**config.mk**
```make
export PLATFORM = sky130hd
export DESIGN_NAME = wb_regfile_unit_flat
export DESIGN_NICKNAME = d
export VERILOG_FILES = /design/src/rtl/wb_regfile_unit_if.sv /design/src/rtl/wb_regfile_unit.sv /design/src/flat_wrapper.sv
export SDC_FILE = /design/constraint.sdc
export NUM_CORES = 2
export LEC_CHECK = 0
export BUFFER_PORTS_ARGS = -buffer_cell sky130_fd_sc_hd__buf_2
export CORE_UTILIZATION = 35
export CTS_CLUSTER_SIZE = 30
export DETAILED_ROUTE_END_ITERATION = 16
export PLACE_DENSITY = 0.57
export SYNTH_ARGS = -nofsm -noshare
export SYNTH_HDL_FRONTEND = slang
export SYNTH_SLANG_ARGS = --single-unit
```
**constraint.sdc**
```tcl
create_clock -name clk_i -period 79.4 [get_ports clk_i]
set_input_delay 15.88 -clock clk_i [delete_from_list [all_inputs] [get_ports clk_i]]
set_output_delay 15.88 -clock clk_i [all_outputs]
set_load 0.005 [all_outputs]
```
**src/rtl/wb_regfile_unit_if.sv**
```systemverilog
// Write-back stage bus: Wr-segment fields in, register read ports and write-back observation out.
interface wb_regfile_unit_if #(
    parameter int unsigned DW = 32
);
    logic [5:0]      wr_op;
    logic [5:0]      wr_func;
    logic [4:0]      wr_reg;
    logic            wr_reg_wr;
    logic            wr_mem_to_reg;
    logic [DW-1:0]   wr_alure;
    logic [DW-1:0]   wr_dout;
    logic [2*DW-1:0] wr_mult_result;
    logic [4:0]      rd_addr_a;
    logic [4:0]      rd_addr_b;
    logic [DW-1:0]   rd_data_a;
    logic [DW-1:0]   rd_data_b;
    logic [DW-1:0]   wb_data;
    logic [4:0]      wb_reg;
    logic            wb_en;
    logic [DW-1:0]   hi_q;
    logic [DW-1:0]   lo_q;
    logic [31:0]     wb_count;

    modport master (
        output wr_op, wr_func, wr_reg, wr_reg_wr, wr_mem_to_reg, wr_alure, wr_dout,
               wr_mult_result, rd_addr_a, rd_addr_b,
        input  rd_data_a, rd_data_b, wb_data, wb_reg, wb_en, hi_q, lo_q, wb_count
    );

    modport slave (
        input  wr_op, wr_func, wr_reg, wr_reg_wr, wr_mem_to_reg, wr_alure, wr_dout,
               wr_mult_result, rd_addr_a, rd_addr_b,
        output rd_data_a, rd_data_b, wb_data, wb_reg, wb_en, hi_q, lo_q, wb_count
    );
endinterface

```
**src/rtl/wb_regfile_unit.sv**
```systemverilog
// MIPS write-back stage: selects the write-back datum, commits it to the 32x32 register file,
// maintains HI/LO and serves two bypassed read ports.
module wb_regfile_unit #(
    parameter int unsigned NREG = 32,
    parameter int unsigned DW   = 32
) (
    input  logic           clk_i,
    input  logic           rst_i,
    wb_regfile_unit_if.slave bus
);
    localparam logic [5:0] OpSpecial = 6'h00;
    localparam logic [5:0] OpLb      = 6'h20;
    localparam logic [5:0] OpLh      = 6'h21;
    localparam logic [5:0] OpLbu     = 6'h24;
    localparam logic [5:0] OpLhu     = 6'h25;
    localparam logic [5:0] FnMfhi    = 6'h10;
    localparam logic [5:0] FnMthi    = 6'h11;
    localparam logic [5:0] FnMflo    = 6'h12;
    localparam logic [5:0] FnMtlo    = 6'h13;
    localparam logic [5:0] FnMult    = 6'h18;
    localparam logic [5:0] FnMultu   = 6'h19;

    logic [DW-1:0] regs_q [NREG];
    logic [DW-1:0] hi_q, hi_d;
    logic [DW-1:0] lo_q, lo_d;
    logic [31:0]   wb_count_q, wb_count_d;

    logic [7:0]    load_byte;
    logic [15:0]   load_half;
    logic [DW-1:0] load_data;
    logic [DW-1:0] wb_data;
    logic          wb_en;
    logic          is_special;

    assign is_special = (bus.wr_op == OpSpecial);
    assign wb_en      = bus.wr_reg_wr && (bus.wr_reg != 5'd0);

    // Little-endian lane selection from the low address bits.
    always_comb begin
        load_byte = 8'h00;
        unique case (bus.wr_alure[1:0])
            2'd0: load_byte = bus.wr_dout[7:0];
            2'd1: load_byte = bus.wr_dout[15:8];
            2'd2: load_byte = bus.wr_dout[23:16];
            2'd3: load_byte = bus.wr_dout[31:24];
            default: load_byte = 8'h00;
        endcase
        load_half = bus.wr_alure[1] ? bus.wr_dout[31:16] : bus.wr_dout[15:0];
    end

    always_comb begin
        load_data = bus.wr_dout;
        case (bus.wr_op)
            OpLb:    load_data = {{(DW-8){load_byte[7]}}, load_byte};
            OpLbu:   load_data = {{(DW-8){1'b0}}, load_byte};
            OpLh:    load_data = {{(DW-16){load_half[15]}}, load_half};
            OpLhu:   load_data = {{(DW-16){1'b0}}, load_half};
            default: load_data = bus.wr_dout;
        endcase
    end

    always_comb begin
        wb_data = bus.wr_alure;
        if (bus.wr_mem_to_reg) begin
            wb_data = load_data;
        end else if (is_special && bus.wr_func == FnMfhi) begin
            wb_data = hi_q;
        end else if (is_special && bus.wr_func == FnMflo) begin
            wb_data = lo_q;
        end
    end

    // HI/LO writes depend only on op/func; Wr_RegWr does not gate them.
    always_comb begin
        hi_d = hi_q;
        lo_d = lo_q;
        if (is_special) begin
            case (bus.wr_func)
                FnMult, FnMultu: begin
                    hi_d = bus.wr_mult_result[2*DW-1:DW];
                    lo_d = bus.wr_mult_result[DW-1:0];
                end
                FnMthi:  hi_d = bus.wr_alure;
                FnMtlo:  lo_d = bus.wr_alure;
                default: ;
            endcase
        end
    end

    always_comb begin
        wb_count_d = wb_count_q;
        if (wb_en) begin
            wb_count_d = wb_count_q + 32'd1;
        end
    end

    always_ff @(posedge clk_i or posedge rst_i) begin
        if (rst_i) begin
            for (int i = 0; i < NREG; i++) begin
                regs_q[i] <= '0;
            end
            hi_q       <= '0;
            lo_q       <= '0;
            wb_count_q <= '0;
        end else begin
            if (wb_en) begin
                regs_q[bus.wr_reg] <= wb_data;
            end
            hi_q       <= hi_d;
            lo_q       <= lo_d;
            wb_count_q <= wb_count_d;
        end
    end

    // Same-cycle bypass lets ID see a value before it lands in storage.
    always_comb begin
        bus.rd_data_a = regs_q[bus.rd_addr_a];
        if (bus.rd_addr_a == 5'd0) begin
            bus.rd_data_a = '0;
        end else if (wb_en && bus.rd_addr_a == bus.wr_reg) begin
            bus.rd_data_a = wb_data;
        end
    end

    always_comb begin
        bus.rd_data_b = regs_q[bus.rd_addr_b];
        if (bus.rd_addr_b == 5'd0) begin
            bus.rd_data_b = '0;
        end else if (wb_en && bus.rd_addr_b == bus.wr_reg) begin
            bus.rd_data_b = wb_data;
        end
    end

    assign bus.wb_data  = wb_data;
    assign bus.wb_reg   = bus.wr_reg;
    assign bus.wb_en    = wb_en;
    assign bus.hi_q     = hi_q;
    assign bus.lo_q     = lo_q;
    assign bus.wb_count = wb_count_q;
endmodule

```
**src/flat_wrapper.sv**
```systemverilog
// flat-port wrapper written by rule: the top's interface ports become plain ports
module wb_regfile_unit_flat 
#(
    parameter int unsigned NREG = 32,
    parameter int unsigned DW   = 32
)
  (clk_i, rst_i, bus_wr_op, bus_wr_func, bus_wr_reg, bus_wr_reg_wr, bus_wr_mem_to_reg, bus_wr_alure, bus_wr_dout, bus_wr_mult_result, bus_rd_addr_a, bus_rd_addr_b, bus_rd_data_a, bus_rd_data_b, bus_wb_data, bus_wb_reg, bus_wb_en, bus_hi_q, bus_lo_q, bus_wb_count);
  wb_regfile_unit_if #(.DW(DW)) bus_i ();
  input  logic clk_i;
  input  logic rst_i;
  input wire logic [$bits(bus_i.wr_op)-1:0] bus_wr_op;
  input wire logic [$bits(bus_i.wr_func)-1:0] bus_wr_func;
  input wire logic [$bits(bus_i.wr_reg)-1:0] bus_wr_reg;
  input wire logic [$bits(bus_i.wr_reg_wr)-1:0] bus_wr_reg_wr;
  input wire logic [$bits(bus_i.wr_mem_to_reg)-1:0] bus_wr_mem_to_reg;
  input wire logic [$bits(bus_i.wr_alure)-1:0] bus_wr_alure;
  input wire logic [$bits(bus_i.wr_dout)-1:0] bus_wr_dout;
  input wire logic [$bits(bus_i.wr_mult_result)-1:0] bus_wr_mult_result;
  input wire logic [$bits(bus_i.rd_addr_a)-1:0] bus_rd_addr_a;
  input wire logic [$bits(bus_i.rd_addr_b)-1:0] bus_rd_addr_b;
  output wire logic [$bits(bus_i.rd_data_a)-1:0] bus_rd_data_a;
  output wire logic [$bits(bus_i.rd_data_b)-1:0] bus_rd_data_b;
  output wire logic [$bits(bus_i.wb_data)-1:0] bus_wb_data;
  output wire logic [$bits(bus_i.wb_reg)-1:0] bus_wb_reg;
  output wire logic [$bits(bus_i.wb_en)-1:0] bus_wb_en;
  output wire logic [$bits(bus_i.hi_q)-1:0] bus_hi_q;
  output wire logic [$bits(bus_i.lo_q)-1:0] bus_lo_q;
  output wire logic [$bits(bus_i.wb_count)-1:0] bus_wb_count;
  assign bus_i.wr_op = bus_wr_op;
  assign bus_i.wr_func = bus_wr_func;
  assign bus_i.wr_reg = bus_wr_reg;
  assign bus_i.wr_reg_wr = bus_wr_reg_wr;
  assign bus_i.wr_mem_to_reg = bus_wr_mem_to_reg;
  assign bus_i.wr_alure = bus_wr_alure;
  assign bus_i.wr_dout = bus_wr_dout;
  assign bus_i.wr_mult_result = bus_wr_mult_result;
  assign bus_i.rd_addr_a = bus_rd_addr_a;
  assign bus_i.rd_addr_b = bus_rd_addr_b;
  assign bus_rd_data_a = bus_i.rd_data_a;
  assign bus_rd_data_b = bus_i.rd_data_b;
  assign bus_wb_data = bus_i.wb_data;
  assign bus_wb_reg = bus_i.wb_reg;
  assign bus_wb_en = bus_i.wb_en;
  assign bus_hi_q = bus_i.hi_q;
  assign bus_lo_q = bus_i.lo_q;
  assign bus_wb_count = bus_i.wb_count;
  wb_regfile_unit #(.NREG(NREG), .DW(DW)) u_core (.clk_i(clk_i), .rst_i(rst_i), .bus(bus_i));
endmodule
```
; Word level (Yosys, flattened, before mapping)
; Cells that the tools add are included.
[word_totals]
reg_bits = 1120
input_bits = 159
out_inout_bits = 198
wordCells = 95
[op_classes]
addsub = 1
order_cmp = 4
eq_ne = 15
muxes = 21
n_bitwise = 3
reduce_logical = 16
[op_table]
columns = cell, count
row1 = $bwmux W1024, 1
row2 = $mux W32, 12
row3 = $bmux W32 S5, 2
row4 = $demux W32 S5, 1
row5 = $pmux W32 S2, 2
row6 = $pmux W32 S4, 1
row7 = $eq A6 B5 Y1 const B, 6
row8 = $add A32 B1 Y32 const B, 1
row9 = $pmux W8 S4, 1
row10 = $eq A6 B6 Y1 const B, 4
row11 = $ge A6 B6 Y1 const B, 3
row12 = $not A5 Y6, 3
row13 = $mux W16, 1
row14 = $eq A5 B5 Y1, 2
row15 = $logic_not A5 Y1, 2
row16 = $logic_and A1 B1 Y1, 6
row17 = $logic_not A6 Y1, 1
row18 = $lt A6 B1 Y1 const B, 1
row19 = $reduce_bool A5 Y1, 1
row20 = $eq A2 B2 Y1 const B, 2
row21 = $reduce_and A2 Y1, 2
row22 = $reduce_bool A2 Y1, 2
row23 = $eq A2 B1 Y1 const B, 1
row24 = $logic_not A2 Y1, 1
row25 = $reduce_or A2 Y1, 1

; Longest topological paths before layout
[depth]
word_depth = 7
depth_mapped = 9
mapped_depth_nobuf = 6

; Worst setup path before layout
; OpenSTA, ideal clock, no wires.
[synth_path]
path_kind = input to output
start = input bus_rd_addr_a[0]
end = output bus_rd_data_a[26]
arrival_ps = 17701
required_ps = 63520
setup_slack_ps = 45819
cell_stages = 7
n_path_buf = 3
path_cell_list = buf_2 -> buf_4 -> buf_2 -> mux4_2 -> a221o_1 -> a221oi_1 -> a211oi_1
[synth_between]
elab_chain_len = 6
elab_cells_between_ends = 9
classes_between = eq/ne: 1 / mux: 5 / bitwise: 1 / reduce/logical: 2
[synth_lines]
columns = item, line_no
row1 = start: declaration, flat_wrapper.sv:19  ; input wire logic [$bits(bus_i.rd_addr_a)-1:0] bus_rd_addr_a;
row2 = $not A5 Y6 (implied by the code), wb_regfile_unit.sv:117  ; bus.rd_data_a = regs_q[bus.rd_addr_a];
row3 = $bmux W32 S5, wb_regfile_unit.sv:117
row4 = $mux W32 (implied by the code) (2 in a row), wb_regfile_unit.sv:117
row5 = $mux W32, wb_regfile_unit.sv:120  ; end else if (wb_en && bus.rd_addr_a == bus.wr_reg) begin
row6 = $mux W32 *, wb_regfile_unit.sv:118  ; if (bus.rd_addr_a == 5'd0) begin
row7 = end: declaration, flat_wrapper.sv:21  ; output wire logic [$bits(bus_i.rd_data_a)-1:0] bus_rd_data_a;
; Every way passes the cells marked *; elsewhere a longest branch is shown, timed or not. The select of a mux whose other input is x is not followed.

; Worst setup path after layout
[layout_path]
start = input bus_rd_addr_b[0]
end = output bus_rd_data_b[24]
[layout_between]
elab_chain_len = 6
elab_cells_between_ends = 9
classes_between = eq/ne: 1 / mux: 5 / bitwise: 1 / reduce/logical: 2
[layout_lines]
columns = item, line_no
row1 = start: declaration, flat_wrapper.sv:20  ; input wire logic [$bits(bus_i.rd_addr_b)-1:0] bus_rd_addr_b;
row2 = $not A5 Y6 (implied by the code), wb_regfile_unit.sv:126  ; bus.rd_data_b = regs_q[bus.rd_addr_b];
row3 = $bmux W32 S5, wb_regfile_unit.sv:126
row4 = $mux W32 (implied by the code) (2 in a row), wb_regfile_unit.sv:126
row5 = $mux W32, wb_regfile_unit.sv:129  ; end else if (wb_en && bus.rd_addr_b == bus.wr_reg) begin
row6 = $mux W32 *, wb_regfile_unit.sv:127  ; if (bus.rd_addr_b == 5'd0) begin
row7 = end: declaration, flat_wrapper.sv:22  ; output wire logic [$bits(bus_i.rd_data_b)-1:0] bus_rd_data_b;
; Marked as above.

==> flow_metrics.py <==
metrics = {
    "run_status": {
        "outcome": "finished, final reports clean",
    },
    "sta": {
        "fin_skew_ps": 66.25,
        "maxSlewViolCount": 0,
        "fmax_mhz": 27.42,
        "worstMarginPinSlew_ps": 1206,
        "rsz_0062_raised_after_global_routing": "false",
        "period_share": 0.4594,
        "period_minus_slack_ps": 36470,
        "setup_total_negative_slack_ps": 0,
        "report.final.hold_viol_count": 0,
        "finalSetupViolCount": 0,
        "worst_slew_margin_rel": 0.1933,
    },
    "floorplan": {
        "core.rowCount": 150,
        "fp.dieW_um": 413.1,
        "core_mm2": 0.1674,
        "die_h_um": 413.1,
        "pin_count": 357,
        "die_outline_area_mm2": 0.1706,
        "initial_utilization": 0.3533,
    },
    "pwr": {
        "total_leakage_power_nw": 29.11,
        "vdd.ir_drop.worst_v": 0.00001902,
        "power-per-cell-area_mw_per_mm2": 25.59,
    },
    "global_route": {
        "grt_first_pass_wirelength_um": 316300,
        "grt_util_all_layers": 0.2527,
        "maximum_number_of_pins_on_one_net_before_global_route_repair": 176,
        "antenna_found_initial": 17,
        "grt_pass1_vias": 45000,
        "grt.overflow.total": 0,
    },
    "synthesis": {
        "ys_seq_elements": 1120,
        "synth.cell_area_mm2": 0.05914,
        "synth-edff-count": 0,
        "synthCells": 5404,
        "dominant_cells_by_area_after_synthesis": "sky130_fd_sc_hd__dfrtp_1 (47%), sky130_fd_sc_hd__mux4_2 (19%), sky130_fd_sc_hd__o21ai_0 (7.3%)",
        "seq_area_frac_synth": 0.4739,
        "post_synth_num_cell_types": 64,
        "synth_ff_type": "sky130_fd_sc_hd__dfrtp_1",
        "post_synth.cell_area_avg_um2": 10.94,
        "synth.top_cell.area_share": 0.4739,
        "syn-num-nets": 5564,
        "synth-async-reset-ratio": 1.000,
        "synth-warning-count": 0,
        "synth_largest_area_cell": "sky130_fd_sc_hd__dfrtp_1",
    },
    "route": {
        "routed_wire_length_per_instance_um": 27.89,
        "antenna_violating_nets_post_route": 0,
        "vias_per_cell": 5.884,
        "drt-initial-drc-count": 4883,
        "detail_route.drc_violations": 0,
        "drt-pass1-iter-count": 6,
        "vias": 45570,
        "detail_route.wirelength_um": 215900,
    },
    "min_path": {
        "hold_wc_path_type": "reg -> reg",
    },
    "placed_design": {
        "port_buffers": 356,
        "post-dp-hpwl_um": 130100,
        "gp_congestion": 0.9154,
        "placedInstanceArea_mm2": 0.06261,
    },
    "clock_tree": {
        "cts.root.buffer_cell": "sky130_fd_sc_hd__clkbuf_16",
        "cts.clk_slew.worst_paths_ps": 60,
        "cts.sinks": 1120,
        "cts_hold_repair.buffers": 0,
        "cts.path.max_buffers": 3,
        "ctsResizeCount": 0,
        "cts_tree": "yes",
        "clkLatencyLatePin_ps": 790,
        "clock_tree.htree_level_count": 3,
        "cts_setup_buffers": 0,
        "numCtsBuffers": 121,
    },
    "setup_path": {
        "worstPathRequired_ps": 63520,
        "timing.critical_path.arrival_ps": 20590,
        "worstPathMaxFanout": 56,
        "critPathKind": "in -> out",
        "setup.worst_path.end_class": "output pin",
        "start_kind": "primary input",
    },
    "final_layout": {
        "fillers": 16120,
        "syn2layout_area_growth_pct": 13.22,
        "postLayoutCellArea_mm2": 0.06696,
        "net_total_in_the_final_layout": 5592,
        "post_route_cells_drive_above_1_share": 0.2363,
    },
    "flow_run": {
        "maxCapViolations": 0,
    },
}
## synthesized netlist by cell type, types with 32 or more instances
cell type and count:
sky130_fd_sc_hd__dfrtp_1 1120, sky130_fd_sc_hd__clkbuf_1 371, sky130_fd_sc_hd__o21ai_0 864, sky130_fd_sc_hd__nor2b_1 35, sky130_fd_sc_hd__a211oi_1 113, sky130_fd_sc_hd__mux2i_1 231, sky130_fd_sc_hd__a221oi_1 32, sky130_fd_sc_hd__nor3_1 33
sky130_fd_sc_hd__nand2_1 942, sky130_fd_sc_hd__mux2_2 33, sky130_fd_sc_hd__xnor2_1 33, sky130_fd_sc_hd__buf_2 147, sky130_fd_sc_hd__inv_1 39, sky130_fd_sc_hd__nor2_1 294, sky130_fd_sc_hd__a21oi_1 279, sky130_fd_sc_hd__mux4_2 509
## layer usage
metal  wire [um]  share of wire  GRT usage  up-vias
met5          42        0.00019          0        -
met4        7706          0.036    0.09244        6
met3       16720          0.077    0.04548      382
met2      100500           0.47     0.3968     1935
met1       90980           0.42     0.3491    23570
li1            -              -          -    19680
## worst paths after layout
check                                                 from                         endpoint  slack (ps)  depth (start not counted)
max                                       bus_rd_addr_b[0]                bus_rd_data_b[24]       42930                         11
min                        u_core.regs_q[1003]$_DFFE_PP0P_  u_core.regs_q[1003]$_DFFE_PP0P_         390                          0
max reg2reg                u_core.bus.lo_q[28]$_DFFE_PP0P_   u_core.regs_q[796]$_DFFE_PP0P_       77300                          5
min reg2reg                u_core.regs_q[1003]$_DFFE_PP0P_  u_core.regs_q[1003]$_DFFE_PP0P_         390                          0
max in group asynchronous                            rst_i   u_core.regs_q[168]$_DFFE_PP0P_       60150                          6
min in group asynchronous                            rst_i  u_core.bus.hi_q[22]$_DFFE_PP0P_       15240                          2
## through the flow
step / total power, mW / cells / setup WS [ps] / utilization / hold WS [ps]
finish: 1.714 / 7744 / 42930 / 0.4000 / 391.1
floorplan: 0.9844 / 5404 / 31980 / - / 441.3
global route: 1.791 / 7742 / 42490 / 0.3999 / 412.4
CTS: 1.719 / 7735 / 42760 / 0.3998 / 396.9
detailed placement: 1.098 / 7513 / 42770 / 0.3740 / 383.3
global placement: 1.084 / 7513 / 42750 / 0.3740 / 376.5
## worst max-delay path: stages
cell and delay, ps:
sky130_fd_sc_hd__buf_8 490, sky130_fd_sc_hd__buf_4 680, sky130_fd_sc_hd__buf_4 750, sky130_fd_sc_hd__buf_4 750, sky130_fd_sc_hd__mux4_2 590, sky130_fd_sc_hd__nor2b_1 140
sky130_fd_sc_hd__a211oi_1 300, sky130_fd_sc_hd__a21oi_1 120, sky130_fd_sc_hd__a221oi_1 410, sky130_fd_sc_hd__a211oi_1 140, sky130_fd_sc_hd__buf_2 190
## flip-flops by register name, summed over array words and instances, names as in the netlist
signal and cells:
u_core.regs_q 1024, u_core.bus.lo_q 32, u_core.bus.wb_count 32, u_core.bus.hi_q 32
## final cells by class
class	count	area [um2]	area share
multi-input combinational	3669	28840	0.4307
timing repair buffer	478	2818	0.04208
antenna	9	22.52	0.0003363
clock inverter	56	914.6	0.01366
tap	2204	2758	0.04118
inverter	42	165.2	0.002466
clock buffer	166	3418	0.05105
sequential	1120	28030	0.4186
## cells by family (layout without fill, tap and decap cells)
| kind of cell | after synthesis | in the layout | synth area share |
|---|---|---|---|
| AOI/OAI and AO/OA | 1438 | 1438 | 0.1379 |
| xor gates and xnor gates | 41 | 41 | 0.006072 |
| adders and majority gates | 1 | 1 | 0.0002115 |
| buffers and inverters | 615 | 742 | 0.04417 |
| DFF | 1120 | 1120 | 0.4739 |
| muxes | 773 | 773 | 0.2392 |
| other | 0 | 9 | 0 |
| and+or+nand+nor | 1416 | 1416 | 0.09856 |
## cells in the final DEF (no fill, tap or decap), drive strengths merged, types with 9 or more instances in the layout
| master | n |
|---|---|
| a221oi | 33 |
| a22oi | 17 |
| clkbuf | 166 |
| dfrtp | 1120 |
| o21ai | 878 |
| diode | 9 |
| a21oi | 279 |
| inv | 46 |
| nand2b | 17 |
| a221o | 23 |
| nor3 | 33 |
| nor2b | 35 |
| buf | 478 |
| o221a | 15 |
| nor2 | 295 |
| mux2i | 231 |
| mux2 | 33 |
| a211oi | 121 |
| clkinv | 27 |
| mux4 | 509 |
| o211a | 15 |
| xnor2 | 33 |
| nor3b | 12 |
| bufinv | 21 |
| o22ai | 19 |
| nand3 | 33 |
| nand2 | 942 |
| nand4 | 9 |
## report_power, final
group          switching [mW]  internal (mW)  total [mW]
Clock                   0.253          0.369       0.622
Sequential             0.0782          0.674       0.752
Combinational           0.173          0.167       0.340
Note: power is estimated with default switching activity, not from simulation.
